## src/rtl/payload_engine_pkg.sv

```systemverilog
// Shared types and default sizing for the payload engine sequencer.
// The result struct is sized to the package defaults used by payload_engine_ctrl.
package payload_engine_pkg;

    localparam int NUM_ENG_DEF  = 64;
    localparam int PIPE_LAT_DEF = 2;
    localparam int LEN_W_DEF    = 11;

    typedef enum logic [2:0] {
        ST_IDLE,
        ST_CLEAR,
        ST_SCAN,
        ST_DRAIN,
        ST_REPORT
    } state_t;

    typedef struct packed {
        logic [NUM_ENG_DEF-1:0] match;
        logic                   any;
        logic [LEN_W_DEF-1:0]   len;
        logic                   trunc;
    } res_t;

endpackage

```

## src/rtl/payload_ctrl_len_cnt.sv

```systemverilog
// Saturating packet byte counter with synchronous clear and a scan-limit flag.
// Latency: count updates on the edge after inc/clr; at_max is combinational from the count.
// Backpressure: none; the caller gates inc with the byte handshake.
module payload_ctrl_len_cnt #(
    parameter int LEN_W   = 11,
    parameter int MAX_LEN = 1518
) (
    input  logic             clk,
    input  logic             rst_n,
    input  logic             clr,
    input  logic             inc,
    output logic [LEN_W-1:0] cnt,
    output logic             at_max
);

    localparam logic [LEN_W-1:0] MAX_CMP = LEN_W'(MAX_LEN);

    always_ff @(posedge clk or negedge rst_n) begin
        if (!rst_n) begin
            cnt <= '0;
        end else if (clr) begin
            cnt <= '0;
        end else if (inc && (cnt != '1)) begin
            cnt <= cnt + 1'b1;
        end
    end

    assign at_max = (cnt >= MAX_CMP);

endmodule

```

## src/rtl/payload_engine_ctrl.sv

```systemverilog
// Payload engine sequencer: clear engines per packet, stream bytes, drain, report sticky matches.
// Latency: byte at t drives eng_char/eng_en at t+1; eop at t gives res_valid at t+2+PIPE_LAT.
// Backpressure: s_ready low outside IDLE/SCAN; result held until res_ready. Option: PAYLOAD_CTRL_MAXLEN_EN.
module payload_engine_ctrl
    import payload_engine_pkg::*;
#(
    parameter int NUM_ENG  = NUM_ENG_DEF,
    parameter int PIPE_LAT = PIPE_LAT_DEF,
    parameter int LEN_W    = LEN_W_DEF,
    parameter int MAX_LEN  = 1518
) (
    input  logic               clk,
    input  logic               rst_n,
    input  logic [7:0]         s_data,
    input  logic               s_valid,
    input  logic               s_sop,
    input  logic               s_eop,
    output logic               s_ready,
    output logic [7:0]         eng_char,
    output logic               eng_en,
    output logic               eng_kill,
    output logic               eng_sod,
    input  logic [NUM_ENG-1:0] eng_match,
    output logic               res_valid,
    input  logic               res_ready,
    output logic [NUM_ENG-1:0] res_match,
    output logic               res_any,
    output logic [LEN_W-1:0]   res_len,
    output logic               res_trunc,
    output logic               busy
);

    localparam int DW = (PIPE_LAT < 2) ? 1 : $clog2(PIPE_LAT + 1);
    localparam logic [DW-1:0] DRAIN_LAST = DW'(PIPE_LAT);

    state_t           state;
    logic [DW-1:0]    drain_cnt;
    logic             sod_q;
    logic             trunc_q;
    logic             res_vld_q;
    logic             eng_en_q;
    logic             eng_kill_q;
    logic [7:0]       eng_char_q;
    res_t             res_q;
    logic             accept;
    logic             scan_acc;
    logic             fwd;
    logic             drop;
    logic [LEN_W-1:0] len_cnt;
    logic             len_at_max;

    // Gated by rst_n so nothing is handshaked while the block is held in reset.
    always_comb begin
        s_ready = 1'b0;
        if (rst_n) begin
            case (state)
                ST_IDLE: s_ready = s_valid & ~s_sop;
                ST_SCAN: s_ready = 1'b1;
                default: s_ready = 1'b0;
            endcase
        end
    end

    assign accept   = s_valid & s_ready;
    assign scan_acc = accept & (state == ST_SCAN);

`ifdef PAYLOAD_CTRL_MAXLEN_EN
    assign fwd  = scan_acc & ~len_at_max;
    assign drop = scan_acc & len_at_max;
`else
    assign fwd  = scan_acc;
    assign drop = 1'b0;
    logic unused_len_at_max;
    assign unused_len_at_max = len_at_max;
`endif

    payload_ctrl_len_cnt #(
        .LEN_W   (LEN_W),
        .MAX_LEN (MAX_LEN)
    ) u_len_cnt (
        .clk    (clk),
        .rst_n  (rst_n),
        .clr    (state == ST_CLEAR),
        .inc    (scan_acc),
        .cnt    (len_cnt),
        .at_max (len_at_max)
    );

    always_ff @(posedge clk or negedge rst_n) begin
        if (!rst_n) begin
            state      <= ST_IDLE;
            drain_cnt  <= '0;
            sod_q      <= 1'b0;
            trunc_q    <= 1'b0;
            res_vld_q  <= 1'b0;
            eng_en_q   <= 1'b0;
            eng_kill_q <= 1'b0;
            eng_char_q <= '0;
            res_q      <= '0;
        end else begin
            sod_q      <= 1'b0;
            eng_en_q   <= 1'b0;
            eng_kill_q <= 1'b0;
            if (fwd) begin
                eng_char_q <= s_data;
            end
            case (state)
                ST_IDLE: begin
                    if (s_valid && s_sop) begin
                        state <= ST_CLEAR;
                    end
                end
                // sod lands in the first SCAN cycle, right before the first enabled byte.
                ST_CLEAR: begin
                    sod_q   <= 1'b1;
                    trunc_q <= 1'b0;
                    state   <= ST_SCAN;
                end
                ST_SCAN: begin
                    eng_en_q <= fwd;
                    if (drop) begin
                        trunc_q <= 1'b1;
                    end
                    if (scan_acc && s_eop) begin
                        drain_cnt <= '0;
                        state     <= ST_DRAIN;
                    end
                end
                // PIPE_LAT kill cycles flush the chain; end states are sampled on the way out.
                ST_DRAIN: begin
                    if (drain_cnt == DRAIN_LAST) begin
                        res_q.match <= eng_match;
                        res_q.any   <= |eng_match;
                        res_q.len   <= len_cnt;
                        res_q.trunc <= trunc_q;
                        res_vld_q   <= 1'b1;
                        state       <= ST_REPORT;
                    end else begin
                        drain_cnt  <= drain_cnt + 1'b1;
                        eng_en_q   <= 1'b1;
                        eng_kill_q <= 1'b1;
                    end
                end
                ST_REPORT: begin
                    if (res_ready) begin
                        res_vld_q <= 1'b0;
                        state     <= ST_IDLE;
                    end
                end
                default: state <= ST_IDLE;
            endcase
        end
    end

    assign eng_char  = eng_char_q;
    assign eng_en    = eng_en_q;
    assign eng_kill  = eng_kill_q;
    assign eng_sod   = ~rst_n | sod_q;
    assign res_valid = res_vld_q;
    assign res_match = res_q.match;
    assign res_any   = res_q.any;
    assign res_len   = res_q.len;
    assign res_trunc = res_q.trunc;
    assign busy      = (state != ST_IDLE);

endmodule

```

## config.mk

```make
export PLATFORM = sky130hd
export DESIGN_NAME = payload_engine_ctrl
export DESIGN_NICKNAME = d
export VERILOG_FILES = /design/src/rtl/payload_engine_pkg.sv /design/src/rtl/payload_ctrl_len_cnt.sv /design/src/rtl/payload_engine_ctrl.sv
export SDC_FILE = /design/constraint.sdc
export NUM_CORES = 1
export LEC_CHECK = 0
export CORE_UTILIZATION = 45
export CTS_CLUSTER_DIAMETER = 120
export DETAILED_ROUTE_END_ITERATION = 6
export HOLD_SLACK_MARGIN = 0.12
export MAX_ROUTING_LAYER = met4
export PLACE_DENSITY_LB_ADDON = 0.25
export RECOVER_POWER = 100
export SLEW_MARGIN = 30
export SYNTH_ARGS = -nofsm -noshare
export SYNTH_HDL_FRONTEND = slang
export SYNTH_SLANG_ARGS = --single-unit
```

## constraint.sdc

```tcl
create_clock -name clk -period 4.1 [get_ports clk]
set_clock_uncertainty 0.1 [all_clocks]
set_input_delay 0.41 -clock clk [delete_from_list [all_inputs] [get_ports clk]]
set_output_delay 0.41 -clock clk [all_outputs]
set_load 0.02 [all_outputs]
```

Word-level counts from Yosys, hierarchy flattened
Index checks and enable logic that the tools add are counted.
{ "classes": {"reduce_logical": 13, "shifts": 0, "n_eq_ne": 11, "addsub": 2, "n_mul": 0, "n_mux": 19, "n_div": 0, "n_lt_le_gt_ge": 0, "bitwise_logic": 6} }
{ "op_table": {"columns": ["operator", "n"], "rows": [
  ["$reduce_or 64->1", 1],
  ["$mux 11", 2],
  ["$pmux 3 s5", 1],
  ["$mux 3", 4],
  ["$add 11x1->11 const B", 1],
  ["$ne 11x11->1 const B", 1],
  ["$ne 2x2->1 const B", 4],
  ["$eq 3x2->1 const B", 2],
  ["$mux 1", 6],
  ["$pmux 1 s2", 3],
  ["$reduce_and 3->1", 2],
  ["$reduce_bool 2->1", 3],
  ["$mux 2", 2],
  ["$pmux 2 s2", 1],
  ["$reduce_and 4->1", 1],
  ["$and 1x1->1", 3],
  ["$eq 3x1->1 const B", 1],
  ["$eq 3x3->1 const B", 1],
  ["$logic_and 1x1->1", 3],
  ["$logic_not 3->1", 1],
  ["$reduce_bool 3->1", 1],
  ["$add 2x1->2 const B", 1],
  ["$eq 2x2->1 const B", 1],
  ["$ne 2x1->1 const B", 1],
  ["3 further kinds", 4]
]} }
{ "totals": {"rom_bits": 0, "in_bits": 78, "out_inout_bits": 91, "memories": 0, "latch_bits": 0, "regBits": 104, "ramBits": 0} }

Longest topological paths before layout
Gate-level depths: netlist of the first run.
{ "logic_depth": {"depth_word": 9, "mapped_depth": 6, "mapped_depth_nobuf": 5} }

Modules after synthesis
A second synthesis of the first run with hierarchy kept.
{ "hier_totals": {"hier_cells": 316, "hier_area_um2": 4461.8} }
{ "modules_own_cells": {"columns": ["module", "cells_per_inst", "seq_area_each_um2", "area_per_inst_um2", "instances"], "rows": [
  ["payload_engine_ctrl", 244, 2327.2, 3748.6, 1],
  ["payload_ctrl_len_cnt", 72, 275.3, 713.2, 1]
]} }

Worst setup path after synthesis of the first run
OpenSTA, ideal clock, no wires.
{ "synth_timing": {"path_type": "reg-to-output", "from": "reg state[1]", "to": "out s_ready", "slack_ns": 2.108, "required_ns": 3.590, "path_stages_with_launch": 4, "arrival_ns": 1.482, "cell_sequence": "dfrtp_1 clkbuf_1 a21oi_1 nor4b_1"} }
{ "synth_between": {"elab_chain_len": 3, "word_cells_on_any_way": 4, "cone_classes": "eq/ne (1); mux (2); reduce/logical (1)"} }
{ "synth_lines": {"columns": ["item", "line", "source"], "rows": [
  ["start: declaration", "payload_engine_ctrl.sv:36", "state_t state;"],
  ["start signal: assignment", "payload_engine_ctrl.sv:91", "state <= ST_IDLE;"],
  ["start signal: assignment", "payload_engine_ctrl.sv:110", "state <= ST_CLEAR;"],
  ["start signal: assignment", "payload_engine_ctrl.sv:117", "state <= ST_SCAN;"],
  ["$eq 3x2->1 or $logic_not 3->1 (tied branches)", "payload_engine_ctrl.sv:56", "case (state)"],
  ["$pmux 1 s2 *", "payload_engine_ctrl.sv:56", null],
  ["$mux 1 *", "payload_engine_ctrl.sv:55", "if (rst_n) begin"],
  ["end: declaration", "payload_engine_ctrl.sv:18", "output logic s_ready,"]
]} }
Mark *: on every way between the ends. The rest lies on a longest branch, timed or not.

Worst setup path in the final report of the first run
{ "layout_timing": {"from": "reg state[0]", "to": "reg res_q, in the netlist res_match[36]"} }
{ "layout_between": {"elab_chain_len": 2} }
{ "layout_lines": {"columns": ["item", "line", "source"], "rows": [
  ["$eq 3x2->1", "payload_engine_ctrl.sv:107", "case (state)"],
  ["$reduce_and 2->1 (no source line)", null, null],
  ["end: declaration", "payload_engine_ctrl.sv:44", "res_t res_q;"]
]} }
Every way passes these cells.
A chain may end at the register's enable or synchronous reset.

==> impl_metrics.py, run 1 <==
metrics = {
    "setup_path": {
        "timing.critical_path.cells": "nor2b_1 > nand3_1 > buf_12 > mux2_2",
        "worst_path_dominant_cell_family": "simple AND/OR/NAND/NOR gates",
        "critPathKind": "reg2reg",
        "setup.worst_path.start": "state[0]",
        "worst_ep_required_time_ns": 4.25,
        "crit_path_max_fanout": 48,
        "critPathSlowestCell": "sky130_fd_sc_hd__nand3_1",
        "worst_r2r_path_depth": 4,
        "cp_data_arrival_time_ns": 3.27,
        "critical_path.n_buffers_inverters": 1,
        "r2r-start": "state[0]",
        "setup.worst_path.end_class": "register",
        "max_stage_delay_ns": 1.18,
        "critPathLaunchType": "register",
        "cp_num_cells": 4,
    },
    "floorplanning": {
        "die_height_um": 99.3,
        "dieWidth_um": 99.3,
        "floorplan.initialDensity": 0.464,
        "ios": 169,
        "count_of_standard_cell_rows": 35,
        "design.die.area_sq_um": 9870,
        "design.core.area_sq_um": 9200,
    },
    "cells_and_area": {
        "flow.area_growth_from_synthesis_pct": 45.5,
        "n_antenna_cell": 0,
        "num-fill-cells": 679,
        "drive_above_1_share": 0.182,
        "highest_count_cells_in_the_layout_ignoring_fill_and_taps": "sky130_fd_sc_hd__dfrtp_1 (104), sky130_fd_sc_hd__dlygate4sd3_1 (91), sky130_fd_sc_hd__clkdlybuf4s50_1 (76)",
        "stdcell_count": 605,
        "final_cell_area_sq_um": 6200,
        "num-nets-final": 569,
        "layout.cells.most_common": "sky130_fd_sc_hd__dfrtp_1",
    },
    "timing": {
        "tns_ns": 0,
        "timing.final.max_slew_violations": 33,
        "timing.max_slew.rel_slack": -0.106,
        "hold_viol_final": 0,
        "worst_pin_slew_ns": 1.66,
        "setup_viol": 0,
        "min_period_ns": 3.12,
        "fmaxAchievable_mhz": 320,
        "final_min_period_over_clock_period": 0.761,
        "rsz0062_at_grt": "no",
    },
    "global_routing": {
        "total_grt_overflow": 0,
        "grt_start_max_net_pins": 62,
        "via_count_of_the_first_global_routing_pass": 3248,
        "antenna_found_initial": 0,
        "grt_first_pass_wirelength_um": 16500,
        "grt.total_usage": 0.225,
    },
    "synthesis": {
        "async_flop_share": 1.00,
        "postSynthCellCount": 322,
        "synthesis.yosys.warnings": 0,
        "synth_sequential_area_ratio": 0.611,
        "synthDistinctLibCells": 37,
        "mappedNetlistNets": 402,
        "synthesis.area_per_instance_sq_um": 13.2,
        "postSynth.topFlopCell": "sky130_fd_sc_hd__dfrtp_1",
        "synth_enable_flop_cells": 0,
        "synthesized_flop_and_latch_total": 104,
        "post_synth_instance_area_sq_um": 4260,
    },
    "power": {
        "power_switching_mw": 1.54,
        "seq_power_share": 0.397,
        "totalPowerFinal_mw": 4.23,
        "p_int_mw": 2.69,
        "p_sw_frac": 0.364,
        "combinationalPowerShare": 0.456,
        "cellLeakagePower_nw": 2.68,
        "cellPowerDensity_nw_per_um2": 681,
        "ir_worst_vdd_mv": 0.320,
        "power.clock.fraction": 0.147,
    },
    "clock_network": {
        "clk_latency_ns": 0.36,
        "cts.path.max_buffers": 2,
        "htreeDepth": 3,
        "cts_inserted_buffers": 9,
        "tritoncts": "yes",
        "cts.clk_slew.worst_paths_ns": 0.10,
        "cts.repair.resized": 0,
        "clkSinkCount": 104,
        "root_buffer": "sky130_fd_sc_hd__clkbuf_8",
    },
    "drt": {
        "met1_length_um": 4430,
        "wl_per_cell_um": 17.0,
        "drt_iter0_drc": 57,
        "firstDrtPassIters": 4,
        "detailroute.wirelength.met3_um": 622,
        "num_vias": 3235,
        "drt-vias-per-instance": 5.35,
        "drtAntennaViolNets": 0,
        "drt_drc_violations_left": 0,
        "totalWireLength_um": 10300,
        "met2WireLength_um": 5030,
        "highest_layer": "met4",
    },
    "run_status": {
        "failed_checks": "max-capacitance violations, max-slew violations",
        "run_status": "complete, but fails checks",
    },
    "placed_design": {
        "dp.final_hpwl_um": 7580,
        "dp.cells": 588,
        "routabilityCongestion": 0.877,
        "numPortBuffers": 167,
        "post_dp_cell_area_sq_um": 6040,
    },
    "hold_path": {
        "hp-start": "res_any",
        "hp-class": "reg2reg",
        "worstHoldPathCells": 2,
    },
    "flow_run": {
        "cap_violations": 1,
    },
}
-- timing repair --
action,CTS,global route
hold endpoints to repair,43,0
buffers inserted,0,0
hold buffers,1,0
setup endpoints to repair,0,0
-- through the flow --
step | hold slack [ns] | setup slack, ns | util
global placement | 0.357 | 1.63 | 0.654
floorplan | 0.0144 | 2.11 | -
global route | 0.407 | 0.716 | 0.674
detailed placement | 0.357 | 1.66 | 0.656
finish | 0.382 | 0.979 | 0.674
CTS | 0.392 | 1.15 | 0.678
-- state kept, by name, summed over array words and instances (netlist names) --
name / cells
res_match: 64
eng_char: 8
sod_q: 1
eng_en: 1
res_valid: 1
state: 3
res_any: 1
eng_kill: 1
drain_cnt: 2
res_len: 11
u_len_cnt.cnt: 11
-- tightest hold or removal path, stage by stage (launching register included) --
cell                      delay [ns]
sky130_fd_sc_hd__dfrtp_1        0.35
sky130_fd_sc_hd__nand2_1        0.05
sky130_fd_sc_hd__o21ai_0        0.06
-- area by class of cell --
class / instances / area, sq um / area share
clock buffers: 11 / 131 / 0.0212
multi-input cells: 197 / 1540 / 0.249
inverters: 7 / 26.3 / 0.00424
repair buffers: 170 / 1700 / 0.275
flip-flops and latches: 104 / 2600 / 0.420
clock inverters: 5 / 57.6 / 0.00928
well taps: 111 / 139 / 0.0224
-- power groups by stage --
| stage | sequential, mW | combinational [mW] | clock (mW) |
|---|---|---|---|
| floorplan | 2.18 | 0.566 | 0 |
| global placement | 1.71 | 2.05 | 0 |
| detailed placement | 1.72 | 2.09 | 0 |
| CTS | 1.70 | 2.09 | 0.639 |
| global route | 1.74 | 2.04 | 0.687 |
| finish | 1.68 | 1.93 | 0.622 |
-- synth_stat cells (all sizes together), types with 3 or more instances --
| master | number | area (sq um) |
|---|---|---|
| clkbuf | 4 | 15.0 |
| o31ai | 6 | 45.0 |
| and4 | 3 | 26.3 |
| or3 | 3 | 18.8 |
| nand3b | 3 | 22.5 |
| mux2 | 73 | 822 |
| dfrtp | 104 | 2600 |
| nand2 | 33 | 124 |
| or4 | 3 | 22.5 |
| nor4 | 17 | 106 |
| a21oi | 7 | 35.0 |
| nand3 | 7 | 35.0 |
| buf | 10 | 58.8 |
| inv | 6 | 22.5 |
| o211ai | 3 | 22.5 |
| o21ai | 7 | 35.0 |
| nand4 | 7 | 58.8 |
| nor2 | 4 | 15.0 |
-- cells by family (layout without fill, tap and decap cells) --
logic type,after synthesis,in the layout,share of synthesized area
fa+ha+maj,2,2,0.00587
flops,104,104,0.611
other cells,1,1,0.000880
buf+inv,21,193,0.0235
compound gates,30,30,0.0461
mux,74,74,0.195
simple gates,90,90,0.118
-- per-layer routing --
metal,GRT usage,vias to the layer above
li1,-,1506
met4,0.0803,0
met1,0.277,1581
met5,-,-
met2,0.364,132
met3,0.0534,16
-- final timing paths --
path | slack (ns) | to
setup / recovery | 0.98 | res_match[36]
hold / removal | 0.38 | res_any
setup reg to reg | 0.98 | res_match[36]
hold reg to reg | 0.38 | res_any
max in group asynchronous | 1.56 | res_match[46]
min in group asynchronous | 0.48 | res_match[43]
No activity file was read; power rests on OpenSTA's default activity.
==> run 2: changes to the inputs <==
Settings changed: CORE_UTILIZATION 45 to 43.
Clock period 4.1 ns to 3.11 ns, I/O delays scaled along.
==> run 2 against run 1 <==
Against the previous run:
- the flow now finishes without violations
- first-iteration DRC count increased by 100%
- register-to-register slack got worse by 0.20 ns
- worst setup slack got worse by 0.46 ns
- cell count increased by 3.1%
- sequential share of layout area decreased by 0.25 points
- clock-buffer cell count unchanged
- non-clock buffer count increased by 2
- combinational power increased by 32%
- critical endpoint is now s_ready
==> impl_metrics.py, run 2 (synthesis results as in run 1) <==
metrics = {
    "cells_and_area": {
        "highest_count_cells_in_the_layout_ignoring_fill_and_taps": "sky130_fd_sc_hd__dfrtp_1 (104), sky130_fd_sc_hd__dlygate4sd3_1 (91), sky130_fd_sc_hd__clkdlybuf4s50_1 (76)",
        "largest_register_ff_count": 64,
        "multi_input_area_sq_um": 1550,
        "area.sequential_sq_um": 2600,
        "flow.area_growth_from_synthesis_pct": 46.4,
        "layout.cells.most_common": "sky130_fd_sc_hd__dfrtp_1",
        "n_antenna_cell": 0,
        "num-fill-cells": 733,
        "stdcell_count": 624,
        "num-nets-final": 571,
        "drive_above_1_share": 0.186,
    },
    "timing": {
        "min_period_ns": 2.59,
        "tns_ns": 0,
        "timing.max_slew.rel_slack": 0.269,
        "fmaxAchievable_mhz": 386,
        "hold-worst-slack_ns": 0.316,
        "timing.final.max_slew_violations": 0,
        "worst_pin_slew_ns": 1.10,
        "hold_viol_final": 0,
        "final_min_period_over_clock_period": 0.834,
        "rsz0062_at_grt": "no",
        "setup_viol": 0,
        "layout_setup_ws_ns": 0.517,
    },
    "setup_path": {
        "worst_r2r_path_depth": 4,
        "cp_data_arrival_time_ns": 2.18,
        "critical_path.n_buffers_inverters": 3,
        "critPathKind": "in2out",
        "timing.reg2reg.setup_slack_ns": 0.78,
        "crit_path_max_fanout": 6,
        "timing.critical_path.cells": "dlygate4sd3_1 > clkbuf_1 > nor4b_1 > dlygate4sd3_1",
        "worst_ep_required_time_ns": 2.70,
        "worst_path_most_repeated_cell": "sky130_fd_sc_hd__dlygate4sd3_1",
        "worst_path_dominant_cell_family": "buffers and inverters",
        "critPathSlowestCell": "sky130_fd_sc_hd__dlygate4sd3_1",
        "cp_num_cells": 4,
        "critPathLaunchType": "primary input",
        "setup.worst_path.end_class": "output pin",
        "max_stage_delay_ns": 0.71,
    },
    "floorplanning": {
        "count_of_standard_cell_rows": 35,
        "design.core.area_sq_um": 9420,
        "floorplan.initialDensity": 0.453,
        "ios": 169,
        "die_height_um": 102,
        "dieWidth_um": 102,
        "design.die.area_sq_um": 10300,
    },
    "drt": {
        "wl_per_cell_um": 16.9,
        "totalWireLength_um": 10600,
        "firstDrtPassIters": 4,
        "drtAntennaViolNets": 0,
        "drt_iter0_drc": 115,
        "drt_drc_violations_left": 0,
        "drt-vias-per-instance": 5.23,
        "num_vias": 3265,
    },
    "clock_network": {
        "cts.path.max_buffers": 2,
        "cts.clk_slew.worst_paths_ns": 0.09,
        "postCtsSetupRepairBufs": 0,
        "tritoncts": "yes",
        "clk_latency_ns": 0.35,
        "root_buffer": "sky130_fd_sc_hd__clkbuf_8",
        "clkSinkCount": 104,
        "cts_inserted_buffers": 9,
        "htreeDepth": 3,
    },
    "global_routing": {
        "grt_start_max_net_pins": 60,
        "antenna_found_initial": 0,
        "via_count_of_the_first_global_routing_pass": 3212,
        "grt_first_pass_wirelength_um": 16400,
        "total_grt_overflow": 0,
        "grt.total_usage": 0.218,
    },
    "placed_design": {
        "numPortBuffers": 167,
        "routabilityCongestion": 0.839,
        "dp.final_hpwl_um": 7870,
        "dp.cells": 608,
        "dp_worst_setup_slack_ns": 0.830,
    },
    "power": {
        "cellPowerDensity_nw_per_um2": 895,
        "totalPowerFinal_mw": 5.59,
        "ir_worst_vdd_mv": 0.553,
        "cellLeakagePower_nw": 2.68,
    },
    "run_status": {
        "run_status": "complete, no violations",
    },
    "flow_run": {
        "cap_violations": 0,
    },
    "hold_path": {
        "hp-class": "in2async",
    },
}
[run 2: changes by cell type in the layout (fill, tap and decap cells not counted), sizes merged]
| cell | previous run | this run |
|---|---|---|
| clkbuf | 12 | 15 |
| buf | 2 | 1 |
| clkinv | 2 | 1 |
| clkinvlp | 3 | 2 |
| inv | 6 | 7 |
[run 2: cell type report]
class | count | area share
Clock buffer | 11 | 0.0227
Clock inverter | 4 | 0.00862
Inverter | 7 | 0.00421
Multi-Input combinational cell | 197 | 0.249
Sequential cell | 104 | 0.417
Tap cell | 129 | 0.0259
Timing Repair Buffer | 172 | 0.273
[run 2: stage by stage]
stage | util | cell area (sq um)
after floorplan | - | 4260
after global placement | 0.644 | 6060
after detailed placement | 0.644 | 6060
after CTS | 0.666 | 6270
after global routing | 0.663 | 6240
final | 0.663 | 6240
[run 2: where the power goes]
group / switching (mW) / internal, mW / leakage (nW)
clock network: 0.441 / 0.394 / 0.0920
logic: 1.30 / 1.25 / 1.32
registers: 0.293 / 1.91 / 1.28
total: 2.03 / 3.56 / 2.68
[run 2: final timing paths]
| kind | endpoint | start |
|---|---|---|
| worst max-delay path | s_ready | rst_n |
| worst min-delay path | res_valid | rst_n |
| worst max register to register | res_match[17] | state[0] |
| worst min register to register | eng_char[6] | eng_char[6] |
| max in group asynchronous | u_len_cnt.cnt[4] | rst_n |
| min in group clk | eng_char[7] | s_data[7] |
[run 2: layer usage]
layer  track usage  vias to the layer above  wire length [um]
met5             -                        -                 0
met4        0.0780                        0               116
met3        0.0504                       11               749
met2         0.360                      134              5310
met1         0.260                     1602              4390
li1              -                     1518                 -
[run 2: worst register-to-register path: stages, from the launching register on]
cell and delay, ns:
sky130_fd_sc_hd__dfrtp_1 0.47, sky130_fd_sc_hd__nor2b_1 0.38, sky130_fd_sc_hd__nand3_4 0.10, sky130_fd_sc_hd__clkbuf_2 0.61
sky130_fd_sc_hd__mux2_2 0.55
[run 2: timing repair]
action / CTS / global route
hold buffers: 1 / 0
hold endpoints to repair: 45 / 0
resized for setup: 0 / 0
==> RTL edit 1, RTL diff (settings of run 2) <==
Set the package constant `PIPE_LAT_DEF` to 1 (it was 2).
--- a/src/rtl/payload_engine_pkg.sv
+++ b/src/rtl/payload_engine_pkg.sv
@@ -5,3 +5,3 @@
     localparam int NUM_ENG_DEF  = 64;
-    localparam int PIPE_LAT_DEF = 2;
+    localparam int PIPE_LAT_DEF = 1;
     localparam int LEN_W_DEF    = 11;
Function: changed (a bounded check fails within 10 cycles, from zero or initial values and one cycle with rst_n low).
==> RTL edit 1 against run 2 <==
Sequential cell count shrank 1; setup slack lost 0.0056 ns; design area shrank 0.86%; power grew 2.1%; maximum frequency shrank 0.22%; cell count shrank 0.96%; wire length shrank 4.4%; area after synthesis shrank 0.76%.
==> RTL edit 1: results (changes against run 2) <==
| Metric | Value |
|---|---|
| Outcome | complete, no violations |
| Crit Path Max Fanout | 39 (+33) |
| Peak supply drop | 463 uV (-16%) |
| Number of flip-flops under the largest register name | 64 (unchanged) |
| Top_reg_cell synth | dfrtp_1 |
| Final nets | 563 (-1.4%) |
| Main area contributors after synthesis | dfrtp_1 (61%), mux2_2 (20%), nand2_1 (2.9%), nor4_1 (2.5%), nand4_1 (1.0%) |
| Placed standard-cell area | 0.00601 sq mm (-0.78%) |
| Largest net degree at the start of global routing | 56 (-6.7%) |
| Clock Tree Buf Depth | 2 (unchanged) |
| Clk pin slew, worst setup/hold paths | 0.10 ns |
| ANT cells | 0 (unchanged) |
| R2R depth | 4 (unchanged) |
| Routed vias/inst | 5.11 (-2.3%) |
| Tot GR Track Use | 21.1% (-0.69 points) |
| Ys Warns | 0 (unchanged) |
| FFs w/ async S/R, synth | 100% (unchanged) |
| Root Buffer | clkbuf_8 |
| Pre-CTS setup slack | 0.708 ns (-0.122 ns) |
| Arr. time, crit path | 2.75 ns (+0.57 ns) |
| # DRC | 0 (unchanged) |
| Share of cells above drive strength 1 | 20.9% (+2.3 points) |
| Gpl congestion | 0.848 (+1.1%) |
| Initial antenna violation count | 0 (unchanged) |
| Critical path startpoint category | flop |
| Leak pwr | 2.70 nW (+0.58%) |
| PortBufs | 167 (unchanged) |
| HPWL Detailed | 7610 um (-3.3%) |
| Initial drt markers | 56 (-51%) |
| Post-synth top cells | dfrtp_1 (103), mux2_2 (75), nand2_1 (33) |
| Clock Latency Late Sink | 0.36 ns |
| Htree depth | 3 (unchanged) |
| Register area share after synthesis | 60.9% (-0.12 points) |
| Worst reg2reg path startpoint | state[2] |
| Cell Count Post-Placement | 601 (-1.2%) |
| Syn Inst Count | 317 (-1.6%) |
| CTS Buf Count | 9 (unchanged) |
| Vias in the first global route | 3,211 (-0.031%) |
| Drt wl/cell | 16.3 um (-3.5%) |
| Final wirelength | 10,100 um (-4.4%) |
| Mapped Nets | 396 (-1.5%) |
| Actual slew at the worst max-slew pin | 1.32 ns (+0.221 ns) |
| Synth cell types | 42 (+14%) |
| First-pass GRT wire length | 16,000 um (-2.3%) |
| Drt first pass iters | 4 (unchanged) |
| Worst hold path type | input pin to async pin |
==> RTL edit 1: cell count changes after synthesis, sizes merged, moves of 3 or more <==
cell / delta
o211ai: -3
a31oi: +3
inv: -4
o31ai: -3
==> RTL edit 1: critical path: stages (launching register included) <==
cell and delay (ns):
dfrtp_1 0.47, and2b_1 0.31, nand3_2 0.76, clkbuf_2 0.51
mux2_2 0.34
==> RTL edit 1: repair_timing <==
item | CTS | global route
resized for setup | 0 | 0
buffers inserted | 0 | 0
setup endpoints to repair | 0 | 0
hold buffers | 1 | 0
endpoints found under the hold margin | 48 | 0
==> RTL edit 1: worst paths after layout <==
check	to	slack [ns]
max in group asynchronous	u_len_cnt.cnt[4]	1.17
max reg2reg	res_len[5]	0.51
max	res_len[5]	0.51
min	eng_char[7]	0.23
min reg2reg	eng_char[3]	0.38
min in group clk	eng_char[4]	0.38
==> RTL edit 1: logic make-up after synthesis <==
logic type	count (synthesis)	synth area share, %
fa+ha+maj	1	0.296
flops	103	60.9
compound gates	26	4.05
simple gates	90	11.5
other cells	1	0.0886
mux	77	20.4
buf+inv	19	2.66
==> RTL edit 1: power breakdown <==
group / internal [W] / switching, W / leakage (nW) / total, W
clock network: 0.000300 / 0.000474 / 0.0866 / 0.000774
registers: 0.00192 / 0.000320 / 1.26 / 0.00224
logic: 0.00135 / 0.00135 / 1.35 / 0.00269
total: 0.00356 / 0.00214 / 2.70 / 0.00570
==> RTL edit 1: layout make-up <==
cell class	instances	area (sq um)
timing repair buffer	172	1710
sequential	103	2580
tap	129	161
inverter	3	11.3
clock buffer	9	124
multi-input combinational	195	1540
clock inverter	7	55.1
fill	749	3190
==> RTL edit 1: per-layer routing <==
metal	part of all wire (%)	track usage, %
met5	0	-
met4	1.8	6.24
met3	6.1	5.94
met2	50	34.1
met1	42	25.8
==> RTL edit 2, RTL diff (config.mk and constraints of run 2) <==
Without the edit above. Reset style: synchronous (`rst_n`), changed in 2 clocked blocks.
--- a/src/rtl/payload_ctrl_len_cnt.sv
+++ b/src/rtl/payload_ctrl_len_cnt.sv
@@ -17,3 +17,3 @@
 
-    always_ff @(posedge clk or negedge rst_n) begin
+    always_ff @(posedge clk) begin
         if (!rst_n) begin
--- a/src/rtl/payload_engine_ctrl.sv
+++ b/src/rtl/payload_engine_ctrl.sv
@@ -88,3 +88,3 @@
 
-    always_ff @(posedge clk or negedge rst_n) begin
+    always_ff @(posedge clk) begin
         if (!rst_n) begin
Formal check against the unedited RTL: differs if rst_n is asserted again (counterexample within 4 cycles, from zero or initial values and one cycle with rst_n low); with rst_n held inactive, the same outputs for 10 cycles.
==> RTL edit 2 against run 2 <==
The flow now finishes with violations (design-rule violations); sequential cell count did not move; critical path depth did not move; setup slack improved by 0.054 ns; highest routed layer unchanged; area after synthesis fell by 6.7%; wire length rose by 5.0%; maximum frequency rose by 2.1%; worst hold slack improved by 0.039 ns; largest cell class unchanged; register-to-register slack got worse by 0.16 ns; design area fell by 5.4%.
Power is not compared: it rests on default switching activity, and its combinational part moved more than twofold at a synthesized area within 25%.
==> RTL edit 2: results (changes against run 2) <==
| Metric | Value |
|---|---|
| Outcome | finished with violations |
| Failing checks | design-rule violations |
| Number of flip-flops under the largest register name | 64 (unchanged) |
| Initial drt markers | 139 (+21%) |
| FF-to-FF setup slack | 0.62 ns (-0.16 ns) |
| Synth Area in Compound Gates | 14.4% (+9.8 points) |
| Mapped Nets | 581 (+45%) |
| First-pass GRT wire length | 18,100 um (+11%) |
| R2R depth | 7 (+3) |
| HPWL Detailed | 8230 um (+4.5%) |
| Post-synth top cells | nand2_1 (178), dfxtp_1 (104), a21oi_1 (81) |
| Gpl congestion | 0.825 (-1.7%) |
| DR WL met3 | 729 um (-2.7%) |
| Share of cells above drive strength 1 | 3.35% (-15 points) |
| Final wirelength | 11,100 um (+5.0%) |
| Reg2reg end | res_match[16] |
| Worst reg2reg path startpoint | drain_cnt[0] |
| Vias in the first global route | 3,858 (+20%) |
| Tot GR Track Use | 24.1% (+2.3 points) |
| CP max stage delay | 0.65 ns (-0.06 ns) |
| Main area contributors after synthesis | dfxtp_1 (52%), nand2_1 (17%), a21oi_1 (10%), nor4_1 (2.7%), clkbuf_1 (2.2%) |
| Mux contribution to synthesized area | 0.755% (-19 points) |
| Drt first pass iters | 7 (+3) |
| Worst hold path type | flop to flop |
| # DRC | 11 (+11) |
| Top_reg_cell synth | dfxtp_1 |
| Slowest CP cell | clkbuf_1 |
| PortBufs | 167 (unchanged) |
| Pre-CTS setup slack | 0.932 ns (+0.102 ns) |
| Root Buffer | clkbuf_8 |
| Register area share after synthesis | 52.4% (-8.7 points) |
| Routed vias/inst | 5.18 (-0.94%) |
| Largest net degree at the start of global routing | 77 (+28%) |
| FFs w/ async S/R, synth | 0% (-100 points) |
| Crit Path Max Fanout | 21 (+15) |
| Slew margin rel. | 8.01% (-19 points) |
| Synth cell types | 36 (-2.7%) |
| Final nets | 732 (+28%) |
| FILL cells | 762 (+4.0%) |
-- RTL edit 2: layer usage --
layer,GRT usage [%],up-vias
met5,-,-
met4,8.73,0
li1,-,2001
met2,40.7,119
met3,4.37,18
met1,28.6,1827
-- RTL edit 2: worst max-delay path by stage --
stage / slack (ns) / depth (start not counted) / end / startpoint
after floorplan: 1.45 / 9 / res_match[47] / drain_cnt[0]
after global placement: 0.92 / 5 / res_any / eng_match[50]
after detailed placement: 0.93 / 4 / s_ready / s_valid
after CTS: 0.91 / 3 / s_ready / state[1]
after global routing: 0.40 / 7 / res_match[7] / drain_cnt[0]
final: 0.57 / 4 / eng_sod / rst_n
-- RTL edit 2: final cells by class --
| class | instances | area [sq um] | share of cell area, % |
|---|---|---|---|
| inverter | 8 | 30.0 | 0.509 |
| sequential | 104 | 2080 | 35.3 |
| clock buffer | 12 | 145 | 2.46 |
| timing repair buffer | 173 | 1720 | 29.2 |
| multi-input combinational | 356 | 1710 | 29.0 |
| clock inverter | 4 | 77.6 | 1.31 |
| tap | 108 | 135 | 2.29 |
-- RTL edit 2: per-stage QoR --
| step | utilization [%] | total power [W] | cells | hold WS (ns) | instance area, sq um |
|---|---|---|---|---|---|
| 2_1_floorplan | - | 0.00142 | 501 | 0.310 | 3980 |
| 3_3_place_gp | 64.5 | 0.00155 | 749 | 0.342 | 5710 |
| 3_5_place_dp | 64.5 | 0.00156 | 749 | 0.347 | 5710 |
| 4_1_cts | 67.0 | 0.00247 | 765 | 0.360 | 5930 |
| 5_1_grt | 66.7 | 0.00254 | 765 | 0.380 | 5900 |
| 6_report | 66.7 | 0.00245 | 765 | 0.354 | 5900 |
-- RTL edit 2: kinds of logic (layout without fill, tap and decap cells) --
family                   Yosys count  after routing
adder cells (fa/ha/maj)            2              2
flip-flops                       104            104
buffers and inverters             41            197
AO/OA/AOI/OAI                    105            105
multiplexers                       3              3
other                              1              1
AND/OR/NAND/NOR                  245            245
-- RTL edit 2: worst register-to-register path: cells and delay by family (launching register included) --
| kind | cells | cell delay [ns] |
|---|---|---|
| adder cells (fa/ha/maj) | 1 | 0.25 |
| AND/OR/NAND/NOR | 3 | 1.12 |
| buffers and inverters | 2 | 0.48 |
| flip-flops | 1 | 0.31 |
| AO/OA/AOI/OAI | 1 | 0.15 |
-- RTL edit 2: power groups by stage --
stage / logic (W) / clock network (W) / registers [W]
after floorplan: 0.0000497 / 0 / 0.00137
after detailed placement: 0.000183 / 0 / 0.00137
final: 0.000180 / 0.000926 / 0.00134
after global placement: 0.000181 / 0 / 0.00137
after CTS: 0.000184 / 0.000943 / 0.00134
after global routing: 0.000192 / 0.00100 / 0.00134
